--- src/rtl/cordic_pkg.sv ---
// Shared CORDIC constants: default word/tag/buffer sizes, Q7.8 format,
// pipeline latency and the signed saturation limits of a Q7.8 word.
package cordic_pkg;

  localparam int unsigned CORDIC_DATA_WIDTH = 16;
  localparam int unsigned CORDIC_FLIP_WIDTH = 1;
  localparam int unsigned CORDIC_FIFO_DEPTH = 8;

  localparam int unsigned Q_INT_BITS  = 7;
  localparam int unsigned Q_FRAC_BITS = 8;

  localparam int unsigned CORDIC_LATENCY = 6;

  localparam logic [CORDIC_DATA_WIDTH-1:0] SAT_MAX = 16'h7FFF;
  localparam logic [CORDIC_DATA_WIDTH-1:0] SAT_MIN = 16'h8000;

endpackage

--- src/rtl/cordic_res_fifo.sv ---
// Synchronous result FIFO; the head is visible combinationally and reads as 0 when empty.
// A write while full is accepted only if a read retires an entry in the same cycle.
module cordic_res_fifo #(
  parameter int unsigned WIDTH = 49,
  parameter int unsigned DEPTH = 8
) (
  input  logic                       clk,
  input  logic                       rst_n,
  input  logic                       wr_en,
  input  logic [WIDTH-1:0]           wr_data,
  input  logic                       rd_en,
  output logic [WIDTH-1:0]           rd_data,
  output logic [$clog2(DEPTH):0]     occupancy,
  output logic                       full
);

  localparam int unsigned AW = $clog2(DEPTH);
  localparam int unsigned CW = AW + 1;
  localparam logic [CW-1:0] DEPTH_C = CW'(DEPTH);
  localparam logic [CW-1:0] ONE_C   = CW'(1);
  localparam logic [AW-1:0] PONE_C  = AW'(1);

  logic [WIDTH-1:0] mem_q [DEPTH];
  logic [AW-1:0]    wr_ptr_q, wr_ptr_d;
  logic [AW-1:0]    rd_ptr_q, rd_ptr_d;
  logic [CW-1:0]    occ_q, occ_d;
  logic             push_s, pop_s, empty_s;

  assign empty_s   = (occ_q == '0);
  assign full      = (occ_q == DEPTH_C);
  assign pop_s     = rd_en & ~empty_s;
  assign push_s    = wr_en & (~full | pop_s);
  assign occupancy = occ_q;
  assign rd_data   = empty_s ? '0 : mem_q[rd_ptr_q];

  always_comb begin
    wr_ptr_d = wr_ptr_q;
    rd_ptr_d = rd_ptr_q;
    occ_d    = occ_q;
    if (push_s) begin
      wr_ptr_d = wr_ptr_q + PONE_C;
    end else begin
      wr_ptr_d = wr_ptr_q;
    end
    if (pop_s) begin
      rd_ptr_d = rd_ptr_q + PONE_C;
    end else begin
      rd_ptr_d = rd_ptr_q;
    end
    case ({push_s, pop_s})
      2'b10:   occ_d = occ_q + ONE_C;
      2'b01:   occ_d = occ_q - ONE_C;
      default: occ_d = occ_q;
    endcase
  end

  always_ff @(posedge clk or negedge rst_n) begin
    if (!rst_n) begin
      wr_ptr_q <= '0;
      rd_ptr_q <= '0;
      occ_q    <= '0;
    end else begin
      wr_ptr_q <= wr_ptr_d;
      rd_ptr_q <= rd_ptr_d;
      occ_q    <= occ_d;
    end
  end

  // Storage is deliberately not reset; it is hidden behind the empty gate on rd_data.
  always_ff @(posedge clk) begin
    if (push_s) begin
      mem_q[wr_ptr_q] <= wr_data;
    end
  end

endmodule

--- src/rtl/cordic_result_collector.sv ---
// Collects CORDIC results: undoes the quadrant flip with saturating negation,
// buffers results for the consumer and tracks issue credits and protocol errors.
module cordic_result_collector
  import cordic_pkg::*;
#(
  parameter int unsigned DATA_WIDTH      = CORDIC_DATA_WIDTH,
  parameter int unsigned FLIP_FLAG_WIDTH = CORDIC_FLIP_WIDTH,
  parameter int unsigned FIFO_DEPTH      = CORDIC_FIFO_DEPTH
) (
  input  logic                         clk,
  input  logic                         reset,
  input  logic [DATA_WIDTH-1:0]        degree_in,
  input  logic [DATA_WIDTH-1:0]        x_in,
  input  logic [DATA_WIDTH-1:0]        y_in,
  input  logic [FLIP_FLAG_WIDTH-1:0]   flip_in,
  input  logic                         arctan_en_in,
  input  logic                         valid_in,
  input  logic                         issue_fire,
  output logic                         issue_ok,
  output logic                         res_valid,
  input  logic                         res_ready,
  output logic [DATA_WIDTH-1:0]        res_degree,
  output logic [DATA_WIDTH-1:0]        res_x,
  output logic [DATA_WIDTH-1:0]        res_y,
  output logic [FLIP_FLAG_WIDTH-1:0]   res_flip,
  output logic                         res_arctan,
  output logic [$clog2(FIFO_DEPTH):0]  occupancy,
  output logic [$clog2(FIFO_DEPTH):0]  inflight,
  output logic                         err
);

  localparam int unsigned CW = $clog2(FIFO_DEPTH) + 1;
  localparam int unsigned EW = 3 * DATA_WIDTH + FLIP_FLAG_WIDTH + 1;
  localparam logic [CW-1:0] DEPTH_C = CW'(FIFO_DEPTH);
  localparam logic [CW-1:0] ONE_C   = CW'(1);
  localparam logic [DATA_WIDTH-1:0] POS_LIM = (DATA_WIDTH == CORDIC_DATA_WIDTH) ?
    DATA_WIDTH'(SAT_MAX) : {1'b0, {(DATA_WIDTH-1){1'b1}}};
  localparam logic [DATA_WIDTH-1:0] NEG_LIM = (DATA_WIDTH == CORDIC_DATA_WIDTH) ?
    DATA_WIDTH'(SAT_MIN) : {1'b1, {(DATA_WIDTH-1){1'b0}}};

  // The most negative word has no positive twin, so it clamps to the positive limit.
  function automatic logic [DATA_WIDTH-1:0] sat_neg(input logic [DATA_WIDTH-1:0] v);
    if (v == NEG_LIM) begin
      sat_neg = POS_LIM;
    end else begin
      sat_neg = (~v) + {{(DATA_WIDTH-1){1'b0}}, 1'b1};
    end
  endfunction

  logic [CW-1:0]         inflight_q, inflight_d;
  logic                  err_q, err_d;
  logic [CW-1:0]         occ_s;
  logic                  full_s, pop_s;
  logic [CW:0]           credit_sum_s;
  logic [DATA_WIDTH-1:0] x_corr_s, y_corr_s;
  logic [EW-1:0]         wr_data_s, rd_data_s;

  always_comb begin
    x_corr_s = x_in;
    y_corr_s = y_in;
    if (!arctan_en_in && flip_in[0]) begin
      x_corr_s = sat_neg(x_in);
      y_corr_s = sat_neg(y_in);
    end else begin
      x_corr_s = x_in;
      y_corr_s = y_in;
    end
  end

  assign wr_data_s = {flip_in, arctan_en_in, degree_in, x_corr_s, y_corr_s};

  cordic_res_fifo #(
    .WIDTH (EW),
    .DEPTH (FIFO_DEPTH)
  ) u_fifo (
    .clk       (clk),
    .rst_n     (reset),
    .wr_en     (valid_in),
    .wr_data   (wr_data_s),
    .rd_en     (pop_s),
    .rd_data   (rd_data_s),
    .occupancy (occ_s),
    .full      (full_s)
  );

  assign res_valid  = (occ_s != '0);
  assign pop_s      = res_valid & res_ready;
  assign res_flip   = rd_data_s[EW-1 -: FLIP_FLAG_WIDTH];
  assign res_arctan = rd_data_s[3*DATA_WIDTH];
  assign res_degree = rd_data_s[3*DATA_WIDTH-1 -: DATA_WIDTH];
  assign res_x      = rd_data_s[2*DATA_WIDTH-1 -: DATA_WIDTH];
  assign res_y      = rd_data_s[DATA_WIDTH-1:0];

  // A credit is held from launch until the result lands in the buffer.
  assign credit_sum_s = {1'b0, occ_s} + {1'b0, inflight_q};
  assign issue_ok     = (credit_sum_s < {1'b0, DEPTH_C});
  assign occupancy    = occ_s;
  assign inflight     = inflight_q;
  assign err          = err_q;

  always_comb begin
    inflight_d = inflight_q;
    case ({issue_fire, valid_in})
      2'b10: begin
        if (inflight_q < DEPTH_C) begin
          inflight_d = inflight_q + ONE_C;
        end else begin
          inflight_d = inflight_q;
        end
      end
      2'b01: begin
        if (inflight_q != '0) begin
          inflight_d = inflight_q - ONE_C;
        end else begin
          inflight_d = inflight_q;
        end
      end
      default: inflight_d = inflight_q;
    endcase
    err_d = err_q
          | (issue_fire & ~issue_ok)
          | (valid_in & (inflight_q == '0))
          | (valid_in & full_s & ~pop_s);
  end

  always_ff @(posedge clk or negedge reset) begin
    if (!reset) begin
      inflight_q <= '0;
      err_q      <= 1'b0;
    end else begin
      inflight_q <= inflight_d;
      err_q      <= err_d;
    end
  end

endmodule

--- config.mk ---
export PLATFORM = sky130hd
export DESIGN_NAME = cordic_result_collector
export DESIGN_NICKNAME = d
export VERILOG_FILES = /design/src/rtl/cordic_pkg.sv /design/src/rtl/cordic_res_fifo.sv /design/src/rtl/cordic_result_collector.sv
export SDC_FILE = /design/constraint.sdc
export NUM_CORES = 1
export LEC_CHECK = 0
export BUFFER_PORTS_ARGS = -buffer_cell sky130_fd_sc_hd__clkbuf_2
export CAP_MARGIN = 20
export CORE_MARGIN = 8
export CORE_UTILIZATION = 54
export CTS_CLUSTER_SIZE = 20
export DETAILED_ROUTE_END_ITERATION = 6
export PLACE_DENSITY = 0.75
export SLEW_MARGIN = 20
export SYNTH_ARGS = -nofsm -noshare
export SYNTH_HDL_FRONTEND = slang
export SYNTH_SLANG_ARGS = --single-unit
export TNS_END_PERCENT = 30
--- constraint.sdc ---
create_clock -name clk -period 5.2 [get_ports clk]
set_input_delay 0.26 -clock clk [delete_from_list [all_inputs] [get_ports clk]]
set_output_delay 0.26 -clock clk [all_outputs]
set_load 0.005 [all_outputs]
==> results.cfg <==
[run_status]
status = complete, no violations

[run]
maxCapViolCount = 0

[logic_synthesis]
synth_compound_area_share_pct = 2.13
yosysWarnings = 0
ys_types = 59
synth_xor_area_share_pct = 1.54
synth_edf_count = 400
synth_area_sq_mm = 0.0170
synthTopCellsByArea = edfxtp_1, mux4_2, mux2i_1
synthSimpleGateAreaFrac_pct = 4.42
synthAdderAreaFrac_pct = 1.15
async_reset_ff_share_pct = 3.61
synth_top_area_share_pct = 70.6
seq_area_frac_synth_pct = 72.8
synth_most_common_cell = edfxtp_1
synth_top_family_by_area = multiplexers
yosys.area.top_type = edfxtp_1
synth_commonest_cells = edfxtp_1, mux4_2, nor2_1, mux2i_1, nand2_1
synth_nets = 949
synthMuxAreaShare_pct = 16.6
synth_area_per_cell_sq_um = 19.4
ys_ff_latch = 415
yosys_most_used_dff = edfxtp_1
synthCells = 879

[global_route]
grt_overflow = 0
grt_pass1_vias = 9164
antenna_found_initial = 2
track_usage_pct = 18.5
grt_max_degree = 59
grt_pass1_wl_mm = 53.9

[worst_setup_path]
arrival_ns = 3.66
rrSetupSlack_ns = 1.94
criticalPathCategory = reg2reg
critPathMaxStageDelay_ns = 0.57
crit_path_cell_trace = or3_1 > nor2_4 > buf_4 > inv_1 > and2_1 > ha_1 > xor2_1 > ha_1 > a21oi_1 > xor2_1 > nor2_1 > xor2_1
cpMaxStageDelayCell = buf_4
r2r_cells = 12
crit_fanout = 51
crit_path_frequent_cell = xor2_1
worst_ep_required_time_ns = 5.61
cp-end-kind = flip-flop
cp-start-kind = flip-flop

[detailed_routing]
drtIter0Drc = 683
vias_per_cell = 5.94
wl_mm = 34.7
drc_errors = 0
vias = 8687
drt-pass1-iter-count = 5
antenna_left = 0
detail_route.wl_per_cell_um = 23.7

[die]
die_h_um = 194
rows = 65
core_sq_mm = 0.0313
start_util_pct = 54.3
die_w_um = 194
dieArea_sq_mm = 0.0375
pin_count = 116

[clocking]
cts_made_buffers = 41
clk_transition_reported_paths_ns = 0.06
numClockSinks = 415
cts-root-buf = clkbuf_16
ctsHoldBuffers = 4
insertion_delay_ns = 0.53
h-tree-depth = 2
cts_buffer_depth = 3
cts_tree = done
cts_setup_buffers = 0
cts-resized-gates = 0

[timing]
worst_pin_slew_ns = 1.12
max_freq_mhz = 307
period_needed_ns = 3.26
setup_tns_ns = 0
fin_crit_sh_pct = 62.6
slew_headroom_pct = 25.6
rsz0062_at_grt = false
fin_skew_ns = 0.0174
setup_viol_count_final = 0
worst_slack_ns = 1.94
finalHoldViolCount = 0
final_max_slew_viol_count = 0

[place]
hpwl_mm = 20.5
dpl.cell_count = 1379
post-place-ws_ns = 1.92
port_buffers = 115
place.gp.congestion = 0.761

[final_layout]
fin_util_pct = 62.8
final_nets = 1095
area_growth_pct = 15.5
fin_cells = 1462
drive_gt1_share_pct = 31.0

[worst_hold_path]
hold_path.class = in2reg
holdPathStages = 3

[pwr]
vdd_ir_drop_max_v = 0.000412
powerDensity_mw_per_mm2 = 543
leakagePower_nw = 6.80
## cell usage in the layout, fill, tap and decap left out, drive strengths merged, types with 10 or more instances in the layout
cell type  instances
a21oi             12
buf               24
clkbuf           170
clkinv            10
dfrtp             15
edfxtp           400
ha                14
inv               19
mux2i             52
mux4             100
nand2             34
nor2              72
o21ai             11
xnor2             18
xor2              12
## kinds of logic (layout without fill, tap and decap cells)
family | count (synthesis) | count (layout)
muxes | 156 | 156
AOI/OAI and AO/OA | 55 | 55
adders and majority gates | 15 | 15
other | 0 | 2
and+or+nand+nor | 151 | 151
DFF | 415 | 415
buffers and inverters | 57 | 236
xor gates and xnor gates | 30 | 30
## worst paths after layout
path | startpoint | end
setup / recovery | u_fifo.occupancy[0] | u_fifo.occupancy[2]
hold / removal | valid_in | err
setup reg to reg | u_fifo.occupancy[0] | u_fifo.occupancy[2]
hold reg to reg | err | err
max in group asynchronous | reset | u_fifo.rd_ptr_q[1]
min in group asynchronous | reset | u_fifo.occupancy[0]
## state kept, by name (all words and copies together), names as in the netlist
register,flops
u_fifo.mem_q,400
inflight,4
u_fifo.occupancy,4
u_fifo.rd_ptr_q,3
u_fifo.wr_ptr_q,3
err,1
## final cells by class
type	count	area, sq um
flip-flops and latches	415	12400
fillers	2179	11700
multi-input cells	407	4450
clock buffers	55	1120
repair buffers	143	821
well taps	402	503
clock inverters	21	287
inverters	17	63.8
diodes	2	5.00
## critical path, delay by kind of cell, from the launching register on
family / cells / cell delay, ns
fa+ha+maj: 2 / 0.48
buf+inv: 2 / 0.68
simple gates: 4 / 0.91
compound gates: 1 / 0.15
flops: 1 / 0.44
xor+xnor: 3 / 0.47
## per-stage QoR
stage / hold WS (ns) / power (W) / cell area (sq um)
4_1_cts: 0.0000437 / 0.0108 / 19600
3_5_place_dp: 0.218 / 0.00775 / 18200
6_report: 0.0166 / 0.0107 / 19600
5_1_grt: 0.00820 / 0.0112 / 19600
3_3_place_gp: 0.209 / 0.00769 / 18200
2_1_floorplan: -0.0356 / 0.00656 / 17000
## power by group
| group | internal [W] | switching, W |
|---|---|---|
| registers | 0.00418 | 0.000429 |
| clock network | 0.00187 | 0.00119 |
| logic | 0.00150 | 0.00150 |
| total | 0.00756 | 0.00312 |
## metal layers
metal	part of all wire, %	track usage (%)
met2	50	30.6
met3	5.8	3.68
met4	2.3	5.76
met5	0	0
met1	42	24.5
(Power assumes the default switching activity.)
